File: src/rtl/pwm_pkg.sv
// Shared constants for the PWM duty-cycle ramp sequencer.
package pwm_pkg;
  localparam int PWM_WIDTH     = 8;
  localparam int PWM_DIV_WIDTH = 16;
  localparam int STEP_ZERO_SUB = 1;

  localparam logic [0:0] ST_IDLE = 1'b0;
  localparam logic [0:0] ST_RAMP = 1'b1;
endpackage

File: src/rtl/pwm_ramp_ctrl_if.sv
// Command/status bundle between a ramp requester and pwm_ramp_ctrl.
// The done signal exists only when PWM_RAMP_DONE_EN is defined.
interface pwm_ramp_ctrl_if import pwm_pkg::*; #(
  parameter int WIDTH     = PWM_WIDTH,
  parameter int DIV_WIDTH = PWM_DIV_WIDTH
);
  logic                 cmd_valid;
  logic                 cmd_ready;
  logic [WIDTH-1:0]     cmd_target;
  logic [WIDTH-1:0]     cmd_step;
  logic [DIV_WIDTH-1:0] cmd_div;
  logic                 abort;
  logic [WIDTH-1:0]     duty_cycle;
  logic                 busy;
`ifdef PWM_RAMP_DONE_EN
  logic                 done;
`endif

  modport master (
    output cmd_valid, cmd_target, cmd_step, cmd_div, abort,
`ifdef PWM_RAMP_DONE_EN
    input  done,
`endif
    input  cmd_ready, duty_cycle, busy
  );

  modport slave (
    input  cmd_valid, cmd_target, cmd_step, cmd_div, abort,
`ifdef PWM_RAMP_DONE_EN
    output done,
`endif
    output cmd_ready, duty_cycle, busy
  );
endinterface

File: src/rtl/pwm_tick_div.sv
// Loadable down-counter that holds at zero; tick is high while the count is zero.
module pwm_tick_div #(
  parameter int W = 16
) (
  input  logic         i_clk,
  input  logic         i_rst_n,
  input  logic         i_load,
  input  logic [W-1:0] i_load_val,
  input  logic         i_en,
  output logic         o_tick
);
  logic [W-1:0] r_cnt;

  always_ff @(posedge i_clk) begin
    if (!i_rst_n)                  r_cnt <= '0;
    else if (i_load)               r_cnt <= i_load_val;
    else if (i_en && r_cnt != '0)  r_cnt <= r_cnt - W'(1);
  end

  assign o_tick = (r_cnt == '0);
endmodule

File: src/rtl/pwm_ramp_ctrl.sv
// Duty-cycle ramp sequencer feeding PWM.DUTY_CYCLE; steps toward a target without overshoot.
// Optional DONE pulse is compiled in with PWM_RAMP_DONE_EN.
module pwm_ramp_ctrl import pwm_pkg::*; #(
  parameter int WIDTH     = PWM_WIDTH,
  parameter int DIV_WIDTH = PWM_DIV_WIDTH
) (
  input  logic           i_clk,
  input  logic           i_rst_n,
  pwm_ramp_ctrl_if.slave bus
);
  logic [0:0]           r_state;
  logic [WIDTH-1:0]     r_duty, r_tgt, r_step;
  logic [DIV_WIDTH-1:0] r_div;
  logic                 r_busy;

  logic                 w_accept, w_tick, w_step_now, w_load, w_up, w_reached;
  logic [WIDTH:0]       w_mag;
  logic [WIDTH-1:0]     w_delta, w_next, w_step_in;
  logic [DIV_WIDTH-1:0] w_load_val;

  assign bus.cmd_ready  = (r_state == ST_IDLE) && !bus.abort;
  assign bus.duty_cycle = r_duty;
  assign bus.busy       = r_busy;

  assign w_accept  = bus.cmd_valid && bus.cmd_ready;
  assign w_step_in = (bus.cmd_step == '0) ? WIDTH'(STEP_ZERO_SUB) : bus.cmd_step;

  // Distance is taken one bit wider so neither direction can wrap.
  assign w_up      = r_tgt > r_duty;
  assign w_mag     = w_up ? ({1'b0, r_tgt} - {1'b0, r_duty}) : ({1'b0, r_duty} - {1'b0, r_tgt});
  assign w_delta   = (w_mag < {1'b0, r_step}) ? w_mag[WIDTH-1:0] : r_step;
  assign w_next    = w_up ? (r_duty + w_delta) : (r_duty - w_delta);
  assign w_reached = (w_next == r_tgt);

  // Abort wins over a coincident update.
  assign w_step_now = (r_state == ST_RAMP) && !bus.abort && w_tick;
  assign w_load     = w_accept || w_step_now;
  assign w_load_val = w_accept ? bus.cmd_div : r_div;

  pwm_tick_div #(.W(DIV_WIDTH)) u_div (
    .i_clk      (i_clk),
    .i_rst_n    (i_rst_n),
    .i_load     (w_load),
    .i_load_val (w_load_val),
    .i_en       (r_state == ST_RAMP),
    .o_tick     (w_tick)
  );

  always_ff @(posedge i_clk) begin
    if (!i_rst_n) begin
      r_state <= ST_IDLE;
      r_duty  <= '0;
      r_tgt   <= '0;
      r_step  <= '0;
      r_div   <= '0;
      r_busy  <= 1'b0;
    end else begin
      case (r_state)
        ST_IDLE: begin
          if (w_accept) begin
            r_tgt  <= bus.cmd_target;
            r_step <= w_step_in;
            r_div  <= bus.cmd_div;
            if (bus.cmd_target != r_duty) begin
              r_state <= ST_RAMP;
              r_busy  <= 1'b1;
            end
          end
        end
        default: begin
          if (bus.abort) begin
            r_state <= ST_IDLE;
            r_busy  <= 1'b0;
          end else if (w_tick) begin
            r_duty <= w_next;
            if (w_reached) begin
              r_state <= ST_IDLE;
              r_busy  <= 1'b0;
            end
          end
        end
      endcase
    end
  end

`ifdef PWM_RAMP_DONE_EN
  logic r_done, w_fin;

  // Zero-length commands complete at acceptance.
  assign w_fin = (w_accept && bus.cmd_target == r_duty) || (w_step_now && w_reached);

  always_ff @(posedge i_clk) begin
    if (!i_rst_n) r_done <= 1'b0;
    else          r_done <= w_fin;
  end

  assign bus.done = r_done;
`endif
endmodule
File: src/flat_wrapper.sv
// flat-port wrapper written by rule: the top's interface ports become plain ports
module pwm_ramp_ctrl_flat import pwm_pkg::*;
#(
  parameter int WIDTH     = PWM_WIDTH,
  parameter int DIV_WIDTH = PWM_DIV_WIDTH
)
  (i_clk, i_rst_n, bus_cmd_valid, bus_cmd_target, bus_cmd_step, bus_cmd_div, bus_abort, bus_cmd_ready, bus_duty_cycle, bus_busy);
  pwm_ramp_ctrl_if #(.WIDTH(WIDTH), .DIV_WIDTH(DIV_WIDTH)) bus_i ();
  input  logic i_clk;
  input  logic i_rst_n;
  input wire logic [$bits(bus_i.cmd_valid)-1:0] bus_cmd_valid;
  input wire logic [$bits(bus_i.cmd_target)-1:0] bus_cmd_target;
  input wire logic [$bits(bus_i.cmd_step)-1:0] bus_cmd_step;
  input wire logic [$bits(bus_i.cmd_div)-1:0] bus_cmd_div;
  input wire logic [$bits(bus_i.abort)-1:0] bus_abort;
  output wire logic [$bits(bus_i.cmd_ready)-1:0] bus_cmd_ready;
  output wire logic [$bits(bus_i.duty_cycle)-1:0] bus_duty_cycle;
  output wire logic [$bits(bus_i.busy)-1:0] bus_busy;
  assign bus_i.cmd_valid = bus_cmd_valid;
  assign bus_i.cmd_target = bus_cmd_target;
  assign bus_i.cmd_step = bus_cmd_step;
  assign bus_i.cmd_div = bus_cmd_div;
  assign bus_i.abort = bus_abort;
  assign bus_cmd_ready = bus_i.cmd_ready;
  assign bus_duty_cycle = bus_i.duty_cycle;
  assign bus_busy = bus_i.busy;
  pwm_ramp_ctrl #(.WIDTH(WIDTH), .DIV_WIDTH(DIV_WIDTH)) u_core (.i_clk(i_clk), .i_rst_n(i_rst_n), .bus(bus_i));
endmodule
File: config.mk
export PLATFORM = sky130hd
export DESIGN_NAME = pwm_ramp_ctrl_flat
export DESIGN_NICKNAME = d
export VERILOG_FILES = /design/src/rtl/pwm_pkg.sv /design/src/rtl/pwm_ramp_ctrl_if.sv /design/src/rtl/pwm_tick_div.sv /design/src/rtl/pwm_ramp_ctrl.sv /design/src/flat_wrapper.sv
export SDC_FILE = /design/constraint.sdc
export NUM_CORES = 1
export LEC_CHECK = 0
export BUFFER_PORTS_ARGS = -buffer_cell sky130_fd_sc_hd__buf_4
export CAP_MARGIN = 5
export CORE_ASPECT_RATIO = 1.4
export CORE_MARGIN = 3
export CORE_UTILIZATION = 64
export DETAILED_ROUTE_END_ITERATION = 10
export HOLD_SLACK_MARGIN = 0.06
export PLACE_DENSITY = 0.86
export SLEW_MARGIN = 25
export SYNTH_ARGS = -nofsm -noshare
export SYNTH_HDL_FRONTEND = slang
export SYNTH_SLANG_ARGS = --single-unit
export TNS_END_PERCENT = 20
File: constraint.sdc
create_clock -name i_clk -period 16.4 [get_ports i_clk]
set_clock_uncertainty 0.05 [all_clocks]
set_input_delay 3.28 -clock i_clk [delete_from_list [all_inputs] [get_ports i_clk]]
set_output_delay 3.28 -clock i_clk [all_outputs]
set_load 0.02 [all_outputs]
==> impl_metrics.json <==
{
  "wl_per_cell_microns": 18.3,
  "path_clk_slew_ns": 0.07,
  "viasPerCell": 6.50,
  "synth_edf_count": 0,
  "synthTopCellsByArea": "dfxtp_1, ha_1, nand2_1, a21oi_1, xnor2_1",
  "min_period_ns": 7.89,
  "antennaDiodeCount": 0,
  "synth_cells": 554,
  "ys_ff_latch": 58,
  "synth.avg_cell_area_sq_um": 7.64,
  "synthArstFlopShare": 0,
  "ys_types": 63,
  "ys.warnings.count": 0,
  "rows": 34,
  "cts.sinks": 58,
  "synth_largest_area_cell": "dfxtp_1",
  "setup_viol": 0,
  "hold_viol": 0,
  "peakVddDrop_mv": 0.140,
  "p_per_area_mw_per_mm2": 134,
  "grt_util_met3": 0.0492,
  "status": "finished, final reports clean",
  "hold_buffers": 0,
  "path_max_fanout": 19,
  "grt_setup_unrepaired": "false",
  "grt_use_met1": 0.382,
  "p_sw_uw": 255,
  "p_comb_frac": 0.525,
  "seqPwrFrac": 0.247,
  "post_cts_buffers": 0,
  "core_area_sq_mm": 0.00630,
  "port_buffers": 45,
  "ant_nets": 0,
  "finalSetupTns_ns": 0,
  "dp_hpwl_mm": 9.02,
  "slew_viol_final": 0,
  "max_freq_ghz": 0.127,
  "initialDrtViolationCount": 333,
  "slew_headroom": 0.386,
  "endpoint_kind": "register",
  "overflow": 0,
  "hold_path.class": "reg2reg",
  "grt_pass1_wl_mm": 19.8,
  "antenna_found_initial": 0,
  "seq_area_frac_synth": 0.274,
  "finalCritPeriodShare": 0.481,
  "synth_fp_nets": 625,
  "place.gp.congestion": 0.941,
  "synth_ff_type": "dfxtp_1",
  "drt-pass1-iter-count": 5,
  "cts_tree": "yes",
  "drc": 0,
  "numCtsBuffers": 9,
  "n_fill_cell": 450,
  "worstSkewPairLatency_ns": 0.34,
  "start_util": 0.673,
  "die_h_microns": 102,
  "num_vias": 4315,
  "synthDominantCellAreaShare": 0.274,
  "grt_util_met2": 0.589,
  "required_ns": 16.59,
  "netSwitchingFraction": 0.398,
  "timing.max_cap.violations": 0,
  "power.total_uw": 641,
  "top_usage_layer": "met2",
  "htreeDepth": 3,
  "die-area_sq_mm": 0.00764,
  "worstMarginPinSlew_ns": 0.921,
  "cts_resized": 0,
  "synth_area_sq_mm": 0.00424,
  "areaGrowthSynthToFinish_pct": 13.1,
  "cp_data_arrival_time_ns": 8.08,
  "final_nets": 659,
  "wirelength_mm": 12.2,
  "crit_type": "reg2reg",
  "p_int_uw": 386,
  "grt.total_usage": 0.338,
  "layout-drive-gt1-share": 0.122,
  "grt_pass1_vias": 4131,
  "clk_path_buf_depth": 2,
  "fp.dieW_microns": 74.8,
  "startpoint_type": "register",
  "grt_max_degree": 55,
  "ios": 46,
  "cts-root-buf": "clkbuf_8",
  "pwr-share-clk": 0.228,
  "p_leak_uw": 0.00188
}
==> layout make-up <==
class	count	area (sq um)	share of cell area
Clock buffer	14	193	0.0402
Clock inverter	1	30.0	0.00627
Inverter	35	131	0.0274
Multi-Input combinational cell	436	2830	0.590
Sequential cell	58	1160	0.242
Tap cell	72	90.1	0.0188
Timing Repair Buffer	48	360	0.0752
==> state kept, by name, indices dropped and copies added (netlist names) <==
| signal | cells |
|---|---|
| u_core.bus.busy | 1 |
| u_core.bus.duty_cycle | 8 |
| u_core.r_div | 16 |
| u_core.r_state | 1 |
| u_core.r_step | 8 |
| u_core.r_tgt | 8 |
| u_core.u_div.r_cnt | 16 |
==> metrics by stage <==
stage                     utilization  hold slack, ns  instance area (sq um)  setup WS [ns]  instances
after global routing            0.761           0.426                   4790           7.94        664
after detailed placement        0.726           0.398                   4570           8.72        649
after CTS                       0.761           0.407                   4790           8.61        664
after global placement          0.726           0.391                   4570           8.88        649
final                           0.761           0.405                   4790           8.51        664
after floorplan                     -           0.386                   4240           9.44        554
==> layer usage <==
layer | routed length, microns | vias up | part of all wire
li1 | - | 2043 | -
met1 | 4520 | 2014 | 0.37
met2 | 6220 | 209 | 0.51
met3 | 774 | 49 | 0.064
met4 | 654 | 0 | 0.054
met5 | 0 | - | 0
==> placed cells by master, fill, tap and decap left out, types with 2 or more instances in the layout <==
cell,netlist,final
clkbuf_8,0,14
xor2_1,4,4
nand3_1,11,11
nor3_1,12,12
a311oi_1,2,2
a41oi_1,10,10
and2_1,4,4
inv_1,34,34
a211oi_1,8,8
or2_2,2,2
mux2i_1,3,3
nand2b_1,4,4
nor2_1,29,29
o21ai_0,19,19
nor2b_1,5,5
a41o_1,3,3
a221oi_1,3,3
o211ai_1,5,5
nor4_1,3,3
dfxtp_1,58,58
nand2_1,99,99
xnor2_1,28,28
o311ai_0,2,2
nand3b_1,4,4
nand4_1,5,5
a21o_1,9,9
fa_1,3,3
a21oi_1,60,60
o21a_1,6,6
or3_1,10,10
and3_1,5,5
o31ai_1,2,2
a31oi_1,13,13
buf_4,1,48
or4_1,7,7
ha_1,32,32
==> worst paths after layout <==
path                                               start  depth (start not counted)  slack, ns                to
worst max-delay path            u_core.bus.duty_cycle[4]                         27       8.51   u_core.bus.busy
worst min-delay path                    u_core.r_div[12]                          2       0.41  u_core.r_div[12]
worst max register to register  u_core.bus.duty_cycle[4]                         27       8.51   u_core.bus.busy
worst min register to register          u_core.r_div[12]                          2       0.41  u_core.r_div[12]
==> cells in the mapped netlist (all sizes together) (6+ instances only) <==
cell    count
a31oi      13
nand3      11
a211oi      8
ha         32
o21ai      20
clkbuf     19
buf         6
xnor2      28
inv        35
o21a        7
dfxtp      58
or3        10
a21o        9
a21oi      60
nor2       29
nand2      99
nor3       12
a41oi      10
or4         7
==> worst max-delay path: stages (launching register included) <==
cell	delay (ns)
dfxtp_1	0.46
inv_1	0.08
ha_1	0.43
and3_1	0.28
a31oi_1	0.32
o31a_1	0.41
a211oi_1	0.12
a211oi_1	0.48
inv_1	0.11
ha_1	0.33
a21o_1	0.20
a31oi_1	0.15
o21bai_1	0.09
a21oi_1	0.32
and3_1	0.65
mux2i_1	0.43
inv_1	0.09
ha_1	0.27
nor2b_1	0.13
o21ai_0	0.20
a21oi_1	0.13
o41ai_1	0.39
xnor2_1	0.18
and4_4	0.23
or3_1	0.36
o32ai_2	0.39
mux2_1	0.36
and3_1	0.17
==> cells by family after synthesis <==
group / synth area share
AOI/OAI and AO/OA: 0.248
xor gates and xnor gates: 0.0715
adders and majority gates: 0.109
buffers and inverters: 0.0597
DFF: 0.274
muxes: 0.00975
and+or+nand+nor: 0.229
==> power groups by stage <==
stage          sequential [uW]  combinational, uW  clock [uW]
2_1_floorplan              159                263           0
3_3_place_gp               160                320           0
3_5_place_dp               161                328           0
4_1_cts                    158                332         147
5_1_grt                    159                365         152
6_report                   158                337         146
(Power assumes the default switching activity.)
